<file path="config.mk">
export PLATFORM = sky130hd
export DESIGN_NAME = mul_div_unit
export DESIGN_NICKNAME = d
export VERILOG_FILES = /design/src/rtl/mul_div_unit.sv
export SDC_FILE = /design/constraint.sdc
export NUM_CORES = 1
export LEC_CHECK = 0
export ABC_AREA = 1
export BUFFER_PORTS_ARGS = -buffer_cell sky130_fd_sc_hd__buf_2
export CAP_MARGIN = 25
export CORE_MARGIN = 1
export CORE_UTILIZATION = 30
export CTS_CLUSTER_SIZE = 10
export DETAILED_ROUTE_END_ITERATION = 16
export HOLD_SLACK_MARGIN = 0.06
export PLACE_DENSITY = 0.44
export SLEW_MARGIN = 5
export SYNTH_ARGS = -nofsm -noshare
export SYNTH_HDL_FRONTEND = slang
export SYNTH_SLANG_ARGS = --single-unit
export TNS_END_PERCENT = 20
</file>
<file path="constraint.sdc">
create_clock -name clock -period 2.5 [get_ports clock]
set_input_delay 0.125 -clock clock [delete_from_list [all_inputs] [get_ports clock]]
set_output_delay 0.125 -clock clock [all_outputs]
set_load 0.005 [all_outputs]
</file>
<file path="src/rtl/mul_div_unit.sv">
// Iterative radix-2 MULT/MULTU/DIV/DIVU unit with HI/LO result registers.
// Define MULDIV_DIV_EN to build the divider; without it DIV/DIVU retire in one cycle as no-ops.
module mul_div_unit #(
  parameter int unsigned WIDTH = 32
) (
  input  logic             clock,
  input  logic             reset,
  input  logic             start,
  input  logic [1:0]       op,
  input  logic [WIDTH-1:0] operandA,
  input  logic [WIDTH-1:0] operandB,
  input  logic             flush,
  output logic             busy,
  output logic             done,
  output logic [WIDTH-1:0] hi,
  output logic [WIDTH-1:0] lo,
  output logic             divByZero
);

  localparam int unsigned CntW = $clog2(WIDTH);

  typedef enum logic [1:0] {StIdle, StRun, StFix} state_e;

  state_e               state_q, state_d;
  logic [CntW-1:0]      count_q, count_d;
  logic [2*WIDTH-1:0]   acc_q, acc_d;
  logic [WIDTH-1:0]     operand_q, operand_d;
  logic                 isDiv_q, isDiv_d;
  logic                 negA_q, negA_d;
  logic                 negB_q, negB_d;
  logic [WIDTH-1:0]     hi_q, hi_d;
  logic [WIDTH-1:0]     lo_q, lo_d;
  logic                 done_q, done_d;
  logic                 divByZero_q, divByZero_d;

  logic                 signedOp;
  logic [WIDTH-1:0]     magA, magB;
  logic [WIDTH:0]       mulSum;
  logic [2*WIDTH-1:0]   mulNext;
  logic [2*WIDTH-1:0]   product;

  assign signedOp = ~op[0];
  assign magA     = (signedOp && operandA[WIDTH-1]) ? -operandA : operandA;
  assign magB     = (signedOp && operandB[WIDTH-1]) ? -operandB : operandB;

  // acc holds {partial product, remaining multiplier bits}.
  assign mulSum  = {1'b0, acc_q[2*WIDTH-1:WIDTH]} + (acc_q[0] ? {1'b0, operand_q} : '0);
  assign mulNext = {mulSum, acc_q[WIDTH-1:1]};
  assign product = (negA_q ^ negB_q) ? -acc_q : acc_q;

`ifdef MULDIV_DIV_EN
  logic                 divZero_q, divZero_d;
  logic [WIDTH:0]       divShift, divDiff;
  logic [2*WIDTH-1:0]   divNext;
  logic [WIDTH-1:0]     quo, rem;

  // acc holds {remainder, dividend bits being shifted out / quotient bits shifted in}.
  assign divShift = {acc_q[2*WIDTH-1:WIDTH], acc_q[WIDTH-1]};
  assign divDiff  = divShift - {1'b0, operand_q};
  assign divNext  = divDiff[WIDTH] ? {divShift[WIDTH-1:0], acc_q[WIDTH-2:0], 1'b0}
                                   : {divDiff[WIDTH-1:0], acc_q[WIDTH-2:0], 1'b1};
  assign quo      = acc_q[WIDTH-1:0];
  assign rem      = acc_q[2*WIDTH-1:WIDTH];
`endif

  always_comb begin
    state_d     = state_q;
    count_d     = count_q;
    acc_d       = acc_q;
    operand_d   = operand_q;
    isDiv_d     = isDiv_q;
    negA_d      = negA_q;
    negB_d      = negB_q;
    hi_d        = hi_q;
    lo_d        = lo_q;
    done_d      = 1'b0;
    divByZero_d = 1'b0;
`ifdef MULDIV_DIV_EN
    divZero_d   = divZero_q;
`endif
    unique case (state_q)
      StIdle: begin
        if (start && !flush) begin
          isDiv_d = op[1];
          negA_d  = signedOp & operandA[WIDTH-1];
          negB_d  = signedOp & operandB[WIDTH-1];
          count_d = '0;
          if (op[1]) begin
`ifdef MULDIV_DIV_EN
            divZero_d = (operandB == '0);
            acc_d     = {{WIDTH{1'b0}}, magA};
            operand_d = magB;
            state_d   = StRun;
`else
            state_d   = StFix;
`endif
          end else begin
            acc_d     = {{WIDTH{1'b0}}, magB};
            operand_d = magA;
            state_d   = StRun;
          end
        end
      end
      StRun: begin
        if (flush) begin
          state_d = StIdle;
        end else begin
`ifdef MULDIV_DIV_EN
          acc_d = isDiv_q ? divNext : mulNext;
`else
          acc_d = mulNext;
`endif
          count_d = count_q + 1'b1;
          if (count_q == CntW'(WIDTH - 1)) begin
            state_d = StFix;
          end
        end
      end
      StFix: begin
        state_d = StIdle;
        if (!flush) begin
          done_d = 1'b1;
          if (!isDiv_q) begin
            hi_d = product[2*WIDTH-1:WIDTH];
            lo_d = product[WIDTH-1:0];
          end else begin
`ifdef MULDIV_DIV_EN
            // With a zero divisor the remainder ends up equal to |dividend|, so the
            // sign fix below restores operandA in hi. MIN/-1 also falls out naturally.
            lo_d        = divZero_q ? '1 : ((negA_q ^ negB_q) ? -quo : quo);
            hi_d        = negA_q ? -rem : rem;
            divByZero_d = divZero_q;
`endif
          end
        end
      end
      default: state_d = StIdle;
    endcase
  end

  always_ff @(posedge clock) begin
    if (reset) begin
      state_q     <= StIdle;
      count_q     <= '0;
      acc_q       <= '0;
      operand_q   <= '0;
      isDiv_q     <= 1'b0;
      negA_q      <= 1'b0;
      negB_q      <= 1'b0;
      hi_q        <= '0;
      lo_q        <= '0;
      done_q      <= 1'b0;
      divByZero_q <= 1'b0;
`ifdef MULDIV_DIV_EN
      divZero_q   <= 1'b0;
`endif
    end else begin
      state_q     <= state_d;
      count_q     <= count_d;
      acc_q       <= acc_d;
      operand_q   <= operand_d;
      isDiv_q     <= isDiv_d;
      negA_q      <= negA_d;
      negB_q      <= negB_d;
      hi_q        <= hi_d;
      lo_q        <= lo_d;
      done_q      <= done_d;
      divByZero_q <= divByZero_d;
`ifdef MULDIV_DIV_EN
      divZero_q   <= divZero_d;
`endif
    end
  end

  assign busy      = (state_q != StIdle);
  assign done      = done_q;
  assign hi        = hi_q;
  assign lo        = lo_q;
  assign divByZero = divByZero_q;

endmodule

</file>
==> reports/qor.txt <==
Outcome - completed
Kind of cell with the highest combined delay on the critical path - simple AND/OR/NAND/NOR gates
Min-delay worst type - primary input to register
Stage delay of the slowest cell on the critical path - 0.36 ns
Arr. time, crit path - 2.70 ns
Number of clock sinks seen by CTS - 171
Wire length after detailed routing - 50,100 um
Most numerous cell in the Yosys netlist - sky130_fd_sc_hd__nand2_1
Most numerous cell types in the synthesized netlist - sky130_fd_sc_hd__nand2_1, sky130_fd_sc_hd__inv_1, sky130_fd_sc_hd__nor2_1
Area of all placed cells without fillers - 16,100 um^2
Total grt overflow - 0
Final count of pins violating max slew - 0
Synthesis-to-layout area growth - 19.3%
Number of DRC violations after detailed-routing iteration 0 - 945
Mapped cell area - 13,500 um^2
Crit Path Category - register to register
Cell accounting for the most synthesized area - sky130_fd_sc_hd__dfxtp_1
Ratio of total power to cell area - 482 nW/um^2
Static power due to leakage - 8.46 nW
Register-to-Register Setup Slack - 0.22 ns
Skew final - 0.0174 ns
Crit-path slowest cell - sky130_fd_sc_hd__ha_1
Worst flop-to-flop path startpoint - acc_q[0]
I/O Buffers - 135
All-layer global routing usage - 22.2%
Accumulated negative setup slack - 0 ns
Final design utilization - 36.3%
Initial standard-cell utilization of the core - 30.5%
Cts bufs inserted - 17
Clock tree from TritonCTS - done
Antenna diode count - 0
Critical path startpoint - acc_q[0]
Global-route wire length before repair - 79,300 um
Period utilization - 91.4%
Number of flops mapped to enable cells by yosys - 0
Main synth FF type - sky130_fd_sc_hd__dfxtp_1
Cells taking the most area after synthesis - sky130_fd_sc_hd__dfxtp_1, sky130_fd_sc_hd__nand2_1, sky130_fd_sc_hd__inv_1
Post-detail-place hpwl - 39,700 um
Synthesized net count - 2,440
Source-to-sink clock delay at the later pin of the worst-skew pair - 0.49 ns
Max-capacitance violation count - 0
Number of cells on the worst reg-to-reg path - 12
Largest net degree at the start of global routing - 81
Worst slew margin relative to its limit - 37.3%
Synthesized instance count - 2,332
Async SR Flop Fraction - 0%
RSZ-0062 raised after global routing - false
Final antenna-violating net count - 0
Fraction of the yosys area taken by sequential cells - 25.4%
Final worst path period need - 2.28 ns
Worst path required time - 2.91 ns
Maximum net fanout on the critical path - 31
Cells traversed along the worst timing path - buf_12, nand2_1, inv_1, ha_1, nand2_1, nor2_1, nand3_1, nand3_2, nand2_1, nand3b_1, nand3_1, a21oi_1
Number of nets in the layout - 2,617
Count of final hold-check violations - 0
Slew at the pin closest to its max-slew limit - 0.940 ns
Via count normalized by instance count - 4.77
Fraction of layout cells with a size suffix above 1 - 12.0%
CP Capture Type - register
Cell at the root of the clock tree - sky130_fd_sc_hd__clkbuf_16
Worst hold slack after final layout - 0.0813 ns
Fmax achieved - 438 MHz
Placeable core region - 44,200 um^2
Capture instance of the worst register-to-register path - acc_q[49]
GP Congestion - 0.896
Area of the die - 45,800 um^2
DRC violations left - 0
Peak supply drop - 0.000403 V
Via count of the first global-routing pass - 14,300
Crit start category - register
Top Ports - 137
Total iterations of the first detailed-routing run - 5
Cell mode on critical path - sky130_fd_sc_hd__nand2_1
Final number of setup-violating endpoints - 0
Count of cell types in the netlist - 55
Vertical extent of the die - 214 um
Combined buffer and inverter count along the critical path - 2
Horiz. Die Dim - 214 um
Number of warnings printed during yosys synthesis - 0
Min-Delay Path Depth - 5
Share of Yosys cell area claimed by the top area cell type - 25.4%
Rows - 77
FF+latch count, synth - 171
H-tree Lvls - 4
Antenna violations before repair - 1
Clock transition at the register clock pins on the worst setup and hold paths after CTS - 0.07 ns
Avg Inst Size Synth - 5.78 um^2
Total number of vias - 14,800
Launch instance of the worst min-delay path - operandB[12]
Routed length per instance - 16.1 um
Placed inst area - 14,900 um^2
Hold EP - acc_q[12]
Buffers inserted during post-CTS setup optimization - 0
Maximum buffer depth of the clock tree - 2
area by class of cell:
type | instances | area (um^2)
repair buffers | 230 | 1580
clock buffers | 21 | 460
flip-flops and latches | 171 | 3420
clock inverters | 10 | 164
well taps | 592 | 741
multi-input cells | 1744 | 8400
inverters | 345 | 1300
fillers | 4939 | 28200
worst reg2reg max path: cells and delay by family, from the launching register on:
kind,cells,cell delay [ns]
simple gates,8,1.12
fa+ha+maj,1,0.36
flops,1,0.35
compound gates,1,0.17
buf+inv,2,0.22
cells in the final DEF, fill, tap and decap left out, types with 37 or more instances in the layout:
cell type	n
sky130_fd_sc_hd__nand2_1	712
sky130_fd_sc_hd__inv_1	324
sky130_fd_sc_hd__nor2_1	320
sky130_fd_sc_hd__nand3_1	188
sky130_fd_sc_hd__dfxtp_1	171
sky130_fd_sc_hd__a21oi_1	162
sky130_fd_sc_hd__buf_2	134
sky130_fd_sc_hd__o21ai_0	91
sky130_fd_sc_hd__dlygate4sd3_1	54
sky130_fd_sc_hd__xor2_1	39
sky130_fd_sc_hd__buf_4	38
sky130_fd_sc_hd__ha_1	37
report_power, final:
part           leakage [nW]  total, mW  switching, mW  internal (mW)
registers              1.39       2.91         0.0882           2.82
logic                  6.77       1.87           1.25          0.623
clock network         0.304       2.96           1.24           1.72
worst max-delay path by stage:
stage	to	slack (ns)	cells past startpoint
after global routing	acc_q[43]	0.01	11
final	acc_q[49]	0.22	12
after CTS	acc_q[49]	0.13	12
after detailed placement	acc_q[49]	0.16	12
after floorplan	acc_q[63]	0.25	18
after global placement	acc_q[49]	0.15	12
logic make-up after synthesis:
| logic type | after synthesis | share of synthesized area, % |
|---|---|---|
| xor+xnor | 44 | 2.92 |
| buf+inv | 417 | 12.3 |
| flops | 171 | 25.4 |
| simple gates | 1340 | 42.6 |
| other cells | 1 | 0.0278 |
| fa+ha+maj | 38 | 3.59 |
| compound gates | 321 | 13.1 |
sequential cells by signal, summed over array words and instances (netlist names):
name and count:
acc_q 64, hi 32, lo 32, operand_q 32, count_q 5, state_q 2
done 1, isDiv_q 1, negA_q 1, negB_q 1
metrics by stage:
| stage | setup slack (ns) | instances | total power, mW |
|---|---|---|---|
| after floorplan | 0.248 | 2332 | 4.18 |
| after global placement | 0.147 | 3028 | 4.78 |
| after detailed placement | 0.159 | 3028 | 4.78 |
| after CTS | 0.126 | 3113 | 7.85 |
| after global routing | 0.0143 | 3113 | 8.16 |
| final | 0.216 | 3113 | 7.74 |
timing repair:
action                                  in CTS  in global routing
hold buffers                                54                  0
endpoints found under the hold margin       64                  0
gates resized for setup                      0                  2
endpoints found under the setup margin       0                  3
metal layers:
layer	global-route usage, %	part of all wire, %	vias up
met5	0	0	-
met4	7.99	2.6	0
met3	3.03	4.1	57
met2	37.8	47	311
met1	28.5	46	6792
li1	-	-	7689
Note: power is estimated with default switching activity, not from simulation.
